--- config.mk ---
export PLATFORM = sky130hd
export DESIGN_NAME = tmr_cnt_core_flat
export DESIGN_NICKNAME = d
export VERILOG_FILES = /design/src/rtl/tmr_cnt_if.sv /design/src/rtl/tmr_cnt_core.sv /design/src/flat_wrapper.sv
export SDC_FILE = /design/constraint.sdc
export NUM_CORES = 1
export LEC_CHECK = 0
export CELL_PAD_IN_SITES_DETAIL_PLACEMENT = 0
export CELL_PAD_IN_SITES_GLOBAL_PLACEMENT = 1
export CORE_ASPECT_RATIO = 0.8
export CORE_MARGIN = 2
export CORE_UTILIZATION = 32
export CTS_BUF_LIST = sky130_fd_sc_hd__clkbuf_8
export DETAILED_ROUTE_END_ITERATION = 10
export GPL_TIMING_DRIVEN = 0
export HOLD_SLACK_MARGIN = 0.02
export PLACE_DENSITY = 0.82
export SYNTH_ARGS = -nofsm -noshare
export SYNTH_HDL_FRONTEND = slang
export SYNTH_SLANG_ARGS = --single-unit
--- constraint.sdc ---
create_clock -name clk -period 2.48 [get_ports clk]
set_clock_uncertainty 0.05 [all_clocks]
set_input_delay 0.496 -clock clk [delete_from_list [all_inputs] [get_ports clk]]
set_output_delay 0.496 -clock clk [all_outputs]
set_load 0.01 [all_outputs]
--- src/rtl/tmr_cnt_if.sv ---
// Register-file side bundle of the timer core: TCR/TDR/TCMP/TIER/TISR fields
// in, counter value, tick and interrupt status out.
interface tmr_cnt_if #(
    parameter int CNT_W = 64
);
    logic               timer_en;
    logic               div_en;
    logic [3:0]         div_val;
    logic               cnt_wr_lo;
    logic               cnt_wr_hi;
    logic [CNT_W/2-1:0] wr_data;
    logic [CNT_W-1:0]   cmp_val;
    logic               int_en;
    logic               int_clr;
    logic [CNT_W-1:0]   cnt_val;
    logic               cnt_tick;
    logic               int_st;
    logic               irq;

    modport master (
        output timer_en, div_en, div_val, cnt_wr_lo, cnt_wr_hi, wr_data,
               cmp_val, int_en, int_clr,
        input  cnt_val, cnt_tick, int_st, irq
    );

    modport slave (
        input  timer_en, div_en, div_val, cnt_wr_lo, cnt_wr_hi, wr_data,
               cmp_val, int_en, int_clr,
        output cnt_val, cnt_tick, int_st, irq
    );
endinterface

--- src/rtl/tmr_cnt_core.sv ---
// Timer core: power-of-two prescaler, 64-bit loadable free-running counter,
// sticky compare-match status and maskable irq.
module tmr_cnt_core #(
    parameter int CNT_W = 64
) (
    input  logic      clk,
    input  logic      rst,
    tmr_cnt_if.slave  bus
);
    localparam int HALF = CNT_W / 2;

    logic [7:0]       pre_cnt_q, pre_cnt_d;
    logic [7:0]       pre_max;
    logic [CNT_W-1:0] cnt_q, cnt_d;
    logic             tick_q, tick_d;
    logic             int_st_q, int_st_d;
    logic             div_mode, pre_wrap, tick_c, wr_any, match;

    // All-ones mask of div_val bits: (1<<div_val)-1 for div_val in 1..8.
    assign pre_max  = 8'hFF >> (4'd8 - bus.div_val);
    assign div_mode = bus.div_en && (bus.div_val != 4'd0);
    assign pre_wrap = pre_cnt_q == pre_max;
    assign tick_c   = bus.timer_en && (!div_mode || pre_wrap);
    assign wr_any   = bus.cnt_wr_lo || bus.cnt_wr_hi;
    assign match    = cnt_q == bus.cmp_val;

    always_comb begin
        pre_cnt_d = pre_cnt_q + 8'd1;
        if (!bus.timer_en || !div_mode || pre_wrap)
            pre_cnt_d = 8'd0;
    end

    // A write wins over the tick; the unwritten half holds its value.
    always_comb begin
        cnt_d = cnt_q;
        if (wr_any) begin
            if (bus.cnt_wr_lo) cnt_d[HALF-1:0]     = bus.wr_data;
            if (bus.cnt_wr_hi) cnt_d[CNT_W-1:HALF] = bus.wr_data;
        end else if (tick_c) begin
            cnt_d = cnt_q + CNT_W'(1);
        end
    end

    assign tick_d   = tick_c && !wr_any;
    assign int_st_d = match || (int_st_q && !bus.int_clr);

    always_ff @(posedge clk or posedge rst) begin
        if (rst) begin
            pre_cnt_q <= 8'd0;
            cnt_q     <= '0;
            tick_q    <= 1'b0;
            int_st_q  <= 1'b0;
        end else begin
            pre_cnt_q <= pre_cnt_d;
            cnt_q     <= cnt_d;
            tick_q    <= tick_d;
            int_st_q  <= int_st_d;
        end
    end

    assign bus.cnt_val  = cnt_q;
    assign bus.cnt_tick = tick_q;
    assign bus.int_st   = int_st_q;
    assign bus.irq      = int_st_q & bus.int_en;
endmodule

--- src/flat_wrapper.sv ---
// flat-port wrapper written by rule: the top's interface ports become plain ports
module tmr_cnt_core_flat 
#(
    parameter int CNT_W = 64
)
  (clk, rst, bus_timer_en, bus_div_en, bus_div_val, bus_cnt_wr_lo, bus_cnt_wr_hi, bus_wr_data, bus_cmp_val, bus_int_en, bus_int_clr, bus_cnt_val, bus_cnt_tick, bus_int_st, bus_irq);
  tmr_cnt_if #(.CNT_W(CNT_W)) bus_i ();
  input  logic clk;
  input  logic rst;
  input wire logic [$bits(bus_i.timer_en)-1:0] bus_timer_en;
  input wire logic [$bits(bus_i.div_en)-1:0] bus_div_en;
  input wire logic [$bits(bus_i.div_val)-1:0] bus_div_val;
  input wire logic [$bits(bus_i.cnt_wr_lo)-1:0] bus_cnt_wr_lo;
  input wire logic [$bits(bus_i.cnt_wr_hi)-1:0] bus_cnt_wr_hi;
  input wire logic [$bits(bus_i.wr_data)-1:0] bus_wr_data;
  input wire logic [$bits(bus_i.cmp_val)-1:0] bus_cmp_val;
  input wire logic [$bits(bus_i.int_en)-1:0] bus_int_en;
  input wire logic [$bits(bus_i.int_clr)-1:0] bus_int_clr;
  output wire logic [$bits(bus_i.cnt_val)-1:0] bus_cnt_val;
  output wire logic [$bits(bus_i.cnt_tick)-1:0] bus_cnt_tick;
  output wire logic [$bits(bus_i.int_st)-1:0] bus_int_st;
  output wire logic [$bits(bus_i.irq)-1:0] bus_irq;
  assign bus_i.timer_en = bus_timer_en;
  assign bus_i.div_en = bus_div_en;
  assign bus_i.div_val = bus_div_val;
  assign bus_i.cnt_wr_lo = bus_cnt_wr_lo;
  assign bus_i.cnt_wr_hi = bus_cnt_wr_hi;
  assign bus_i.wr_data = bus_wr_data;
  assign bus_i.cmp_val = bus_cmp_val;
  assign bus_i.int_en = bus_int_en;
  assign bus_i.int_clr = bus_int_clr;
  assign bus_cnt_val = bus_i.cnt_val;
  assign bus_cnt_tick = bus_i.cnt_tick;
  assign bus_int_st = bus_i.int_st;
  assign bus_irq = bus_i.irq;
  tmr_cnt_core #(.CNT_W(CNT_W)) u_core (.clk(clk), .rst(rst), .bus(bus_i));
endmodule
# After elaboration in Yosys (flattened, before gate mapping)
# Cells that the tools add are included.
[op_classes]
add_sub_neg = 3
n_mul = 0
div_mod_pow = 0
order_cmp = 0
n_eq_ne = 4
shift = 1
mux = 5
bitwise = 1
n_reduce_logical = 17
[ops]
columns = ["op", "n"]
rows = [
  ["64-bit 2-to-1 mux", 2],
  ["64-bit by 1-bit adder with 64-bit output, second input constant", 1],
  ["64-bit equality test", 1],
  ["32-bit 2-to-1 mux", 2],
  ["8-bit by 1-bit adder with 8-bit output, second input constant", 1],
  ["8-bit equality test", 1],
  ["8-bit 2-to-1 mux", 1],
  ["8-bit by 4-bit >> shifter with 8-bit output, first input constant", 1],
  ["1-bit logical OR", 5],
  ["1-bit logical AND", 4],
  ["1-bit zero test", 4],
  ["2-bit inequality test, second input constant", 2],
  ["2-bit AND reduction", 2],
  ["4-bit nonzero test", 1],
  ["4-bit subtractor, first input constant", 1],
  ["2-bit nonzero test", 1],
  ["1-bit bitwise AND", 1],
]
[totals]
reg_bits = 74
latchBits = 0
ram_bits = 0
rom_bits = 0
in_bits = 108
out_inout_bits = 67
wordCells = 36
memories = 0

# Depth between registers and ports, before layout
[depth]
ltp_word = 7
mapped_depth = 11
ltp_nobuf = 9

# Worst setup path before layout
# No wires, ideal clock.
[synth_path]
path_type = "input to register"
startpoint = "input bus_div_val[0]"
endpoint = "register u_core.cnt_q[60], in the netlist u_core.bus.cnt_val[60]"
setup_time_ns = 0.122
arrival_ns = 2.532
t_required_ns = 2.308
path_slack_ns = -0.224
stages = 9
path_buffers = 0
cell_sequence = "inv_1 > ha_1 > nor2b_1 > nor4b_1 > a22oi_1 > a31oi_1 > nand3_1 > or4_1 > a32o_1"
[synth_via]
elab_chain_len = 7
word_cells_on_any_way = 10
cone_classes = "add/sub: 1; eq/ne: 1; shift: 1; reduce/logical: 7"
[synth_rtl]
columns = ["element", "line_no", "source"]
rows = [
  ["from (decl)", "flat_wrapper.sv:12", "input wire logic [$bits(bus_i.div_val)-1:0] bus_div_val;"],
  ["4-bit subtractor / 4-bit nonzero test (equally long branches)", "tmr_cnt_core.sv:20, tmr_cnt_core.sv:21", ""],
  ["8-bit by 4-bit >> shifter with 8-bit output / 1-bit logical AND (equally long branches)", "tmr_cnt_core.sv:20, tmr_cnt_core.sv:21", ""],
  ["8-bit equality test / 1-bit zero test (equally long branches)", "tmr_cnt_core.sv:22, tmr_cnt_core.sv:23", ""],
  ["1-bit logical OR *", "tmr_cnt_core.sv:23", "assign tick_c = bus.timer_en && (!div_mode || pre_wrap);"],
  ["1-bit logical AND *", "tmr_cnt_core.sv:23", ""],
  ["2-bit nonzero test (no line) *", "n/a", ""],
  ["2-bit AND reduction (no line) *", "n/a", ""],
  ["to (signal assigned)", "tmr_cnt_core.sv:55", "cnt_q <= cnt_d;"],
  ["to (decl)", "tmr_cnt_core.sv:14", "logic [CNT_W-1:0] cnt_q, cnt_d;"],
]
# Mark *: on every way between the ends. The rest lies on a longest branch, timed or not.
# A chain may end at the register's enable or synchronous reset.

# Worst setup path after layout
[layout_path]
startpoint = "register u_core.pre_cnt_q[6]"
endpoint = "register u_core.cnt_q[21], in the netlist u_core.bus.cnt_val[21]"
[layout_via]
elab_chain_len = 5
[layout_rtl]
columns = ["element", "line_no", "source"]
rows = [
  ["from (decl)", "tmr_cnt_core.sv:12", "logic [7:0] pre_cnt_q, pre_cnt_d;"],
  ["from (signal assigned)", "tmr_cnt_core.sv:54", "pre_cnt_q <= pre_cnt_d;"],
  ["8-bit equality test", "tmr_cnt_core.sv:22", "assign pre_wrap = pre_cnt_q == pre_max;"],
  ["1-bit logical OR", "tmr_cnt_core.sv:23", ""],
  ["1-bit logical AND", "tmr_cnt_core.sv:23", ""],
  ["2-bit nonzero test (no line)", "n/a", ""],
  ["2-bit AND reduction (no line)", "n/a", ""],
]
# Every way passes these cells.

==> out/metrics.cfg <==
[clocking]
cts_made_buffers = 9
clock_path_buffers = 2
cts-htree-levels = 3
cts_tree = yes
clock_latency_ns = 0.40
clkTransAtPathRegs_ns = 0.09
cts_root_buf = clkbuf_8
cts.sinks = 74

[synthesis]
ys.flop_type = dfrtp_1
synth.cell_area_sq_mm = 0.00557
yosys.area.top_type = dfrtp_1
synth_edf_count = 0
synth_cell_type_count = 59
netlist_top_cells_area = dfrtp_1 (33%), xnor2_1 (11%), nor2_1 (5.0%), nand4_1 (4.0%), o32a_1 (3.8%)
ys_async_sr_fraction_pct = 100
yosysSeqAreaShare_pct = 33.3
syn_area_per_cell_sq_um = 8.16
synth_top_area_share_pct = 33.3
ys_warn_count = 0
synth_fp_nets = 795
synthCells = 682
ys_ff_latch = 74

[sta]
tightest_slew_ns = 0.914
finalHoldViolations = 0
fmax_ghz = 0.385
worst_slack_ns = -0.115
min_period_over_period_pct = 105
slew_violations = 0
setup_viol = 22
maxSlewHeadroom_pct = 38.8
rsz0062_at_grt = true
fin_crit_ns = 2.59

[place]
portBuffers = 172
gp_routability_congestion = 0.966
place_area_sq_mm = 0.00772
dp.cells = 1080
pre_cts_slack_ns = -1.30
post-dp-hpwl_microns = 20100

[floorplanning]
die_y_microns = 122
num_io_pins = 175
num_rows = 43
die_width_microns = 151
die_area_sq_mm = 0.0185
start_util_pct = 32.4
coreArea_sq_mm = 0.0172

[outcome]
outcome = finished, violations left
violations = setup timing

[routing]
first_iter_violations = 875
firstDrtPassIters = 5
postRouteAntennaNets = 0
post-route-drc-count = 0
wirelength_microns = 28400
routedWlPerCell_microns = 24.3
vias_per_cell = 6.08
vias = 7131

[critical_path]
crit_path_start_kind = flip-flop
max_stage_delay_ns = 0.54
crit_family = simple AND/OR/NAND/NOR gates
crit_top_cell = or4_4
path_class = flip-flop to flip-flop
cp.buffers_inverters = 1
critPathSlowestCell = or4_4
critPathMaxFanout = 7
worstSetupEndpointType = flip-flop
worstPathRequired_ns = 2.74
arrival_ns = 2.85
worstPathCellList = or4_4, a211o_4, a311oi_4, buf_6, nand3_4, or4_4, a31oi_1

[global_routing]
grt_pass1_wl_microns = 41200
grt_usage_pct = 30.4
antenna_found_initial = 0
grt_start_max_net_pins = 51
grt_overflow = 0
grt_pass1_vias = 6709

[finish]
area_growth_syn_to_layout_pct = 69.0
final_cell_area_sq_mm = 0.00941
drive_above_1_share_pct = 26.8
layoutNonFillerInstCount = 1172
nNetsFinal = 1055
finalCoreUtilization_pct = 54.8
diodes = 0

[pwr]
power_uw = 4520
peakVddDrop_uv = 265
internal_power_uw = 2870
p_seq_share_pct = 34.9
sw_frac_of_total_pct = 36.4
power_density_mw_per_mm2 = 480
comb_power_share_pct = 38.2
p_leak_uw = 0.00340
clock_power_share_pct = 27.0
p_sw_uw = 1640

[min_path]
hold_class = input pin to async pin

[flow_run]
cap_violations = 0

==> placed cells by master (no fill, tap or decap), drive strengths merged, types with 3 or more instances in the layout <==
| master | instances |
|---|---|
| mux2i | 3 |
| clkdlybuf4s50 | 168 |
| o31ai | 3 |
| or3 | 12 |
| dfrtp | 74 |
| nand2 | 56 |
| a21oi | 29 |
| inv | 20 |
| or4 | 6 |
| nand3 | 36 |
| o22ai | 10 |
| o311ai | 3 |
| o211ai | 6 |
| nor4 | 20 |
| o21ai | 23 |
| o32ai | 4 |
| a31oi | 17 |
| and4 | 4 |
| a22oi | 9 |
| ha | 5 |
| nor3 | 28 |
| xor2 | 8 |
| nor2 | 74 |
| xnor2 | 69 |
| o31a | 5 |
| nand4 | 36 |
| clkbuf | 33 |
| o21a | 4 |
| or2 | 4 |
| o32a | 21 |
| buf | 93 |
| bufinv | 3 |
| a311oi | 8 |
| nand2b | 3 |
| nor2b | 6 |
| and3 | 19 |
==> area by class of cell <==
class / instances / area, sq um
clock buffer: 9 / 124
inverter: 20 / 81.3
clock inverter: 7 / 116
tap: 225 / 282
sequential: 74 / 1890
timing repair buffer: 254 / 2460
multi-input combinational: 551 / 4200
fill: 1524 / 7750
buffer: 32 / 254
==> per-layer routing <==
layer | up-vias | global-route usage (%) | part of all wire (%)
met2 | 581 | 44.3 | 42
li1 | 3088 | - | -
met1 | 3369 | 42.0 | 39
met3 | 91 | 10.8 | 15
met5 | - | 0 | 0.14
met4 | 2 | 9.40 | 3.7
==> cell usage after synthesis (all sizes together) (4+ instances only) <==
library cell / n
nor2: 74
clkbuf: 26
nor4: 20
xnor2: 69
o22ai: 10
a21oi: 29
ha: 5
nand2: 56
o211ai: 6
nor2b: 6
inv: 20
o21a: 4
and4: 4
o32ai: 4
and3: 19
buf: 11
or2: 4
a31oi: 17
o32a: 21
a311oi: 8
nand4: 36
o21ai: 23
dfrtp: 74
a22oi: 9
nor3: 28
nand3: 36
xor2: 8
o31a: 5
or3: 12
or4: 6
==> flip-flops by register name (all words and copies together), names as in the netlist <==
signal / flops
u_core.bus.cnt_tick: 1
u_core.bus.cnt_val: 64
u_core.bus.int_st: 1
u_core.pre_cnt_q: 8
==> power by group through the flow <==
stage          clock (uW)  combinational, uW  sequential (uW)
2_1_floorplan           0                608             1570
3_3_place_gp            0               1340             1590
3_5_place_dp            0               1350             1590
4_1_cts              1210               1600             1550
5_1_grt              1250               1810             1590
6_report             1220               1720             1570
==> worst paths after layout <==
| kind | from | to | slack (ns) | cells after the start |
|---|---|---|---|---|
| setup / recovery | u_core.pre_cnt_q[6]$_DFF_PP0_ | u_core.bus.cnt_val[21]$_DFFE_PP0P_ | -0.11 | 7 |
| hold / removal | rst | u_core.bus.cnt_val[5]$_DFFE_PP0P_ | 0.38 | 2 |
| setup reg to reg | u_core.pre_cnt_q[6]$_DFF_PP0_ | u_core.bus.cnt_val[21]$_DFFE_PP0P_ | -0.11 | 7 |
| hold reg to reg | u_core.bus.int_st$_DFF_PP0_ | u_core.bus.int_st$_DFF_PP0_ | 0.53 | 2 |
| max in group asynchronous | rst | u_core.bus.cnt_val[43]$_DFFE_PP0P_ | 1.39 | 3 |
| min in group clk | u_core.bus.int_st$_DFF_PP0_ | u_core.bus.int_st$_DFF_PP0_ | 0.53 | 2 |
==> through the flow <==
step           TNS, ns  hold slack (ns)
2_1_floorplan    -1.42            0.454
3_3_place_gp   -181.83            0.502
3_5_place_dp    -77.97            0.506
4_1_cts          -1.74            0.396
5_1_grt          -2.51            0.416
6_report         -1.17            0.381
==> timing repair <==
item | 4_1_cts | 5_1_grt
gates cloned | 5 | 0
pin swaps | 39 | 35
setup endpoints to repair | 73 | 63
hold buffers | 0 | 0
resized for setup | 136 | 81
buffers inserted | 52 | 26
==> logic make-up (layout without fill, tap and decap cells) <==
group / after synthesis / in the layout / share of synthesized area [%]
XOR/XNOR: 77 / 77 / 12.1
multiplexers: 4 / 4 / 0.742
AND/OR/NAND/NOR: 309 / 309 / 28.3
adder cells (fa/ha/maj): 5 / 5 / 1.12
AO/OA/AOI/OAI: 156 / 156 / 20.1
flip-flops: 74 / 74 / 33.3
buffers and inverters: 57 / 322 / 4.34
Power figures use the tool's default switching activity.
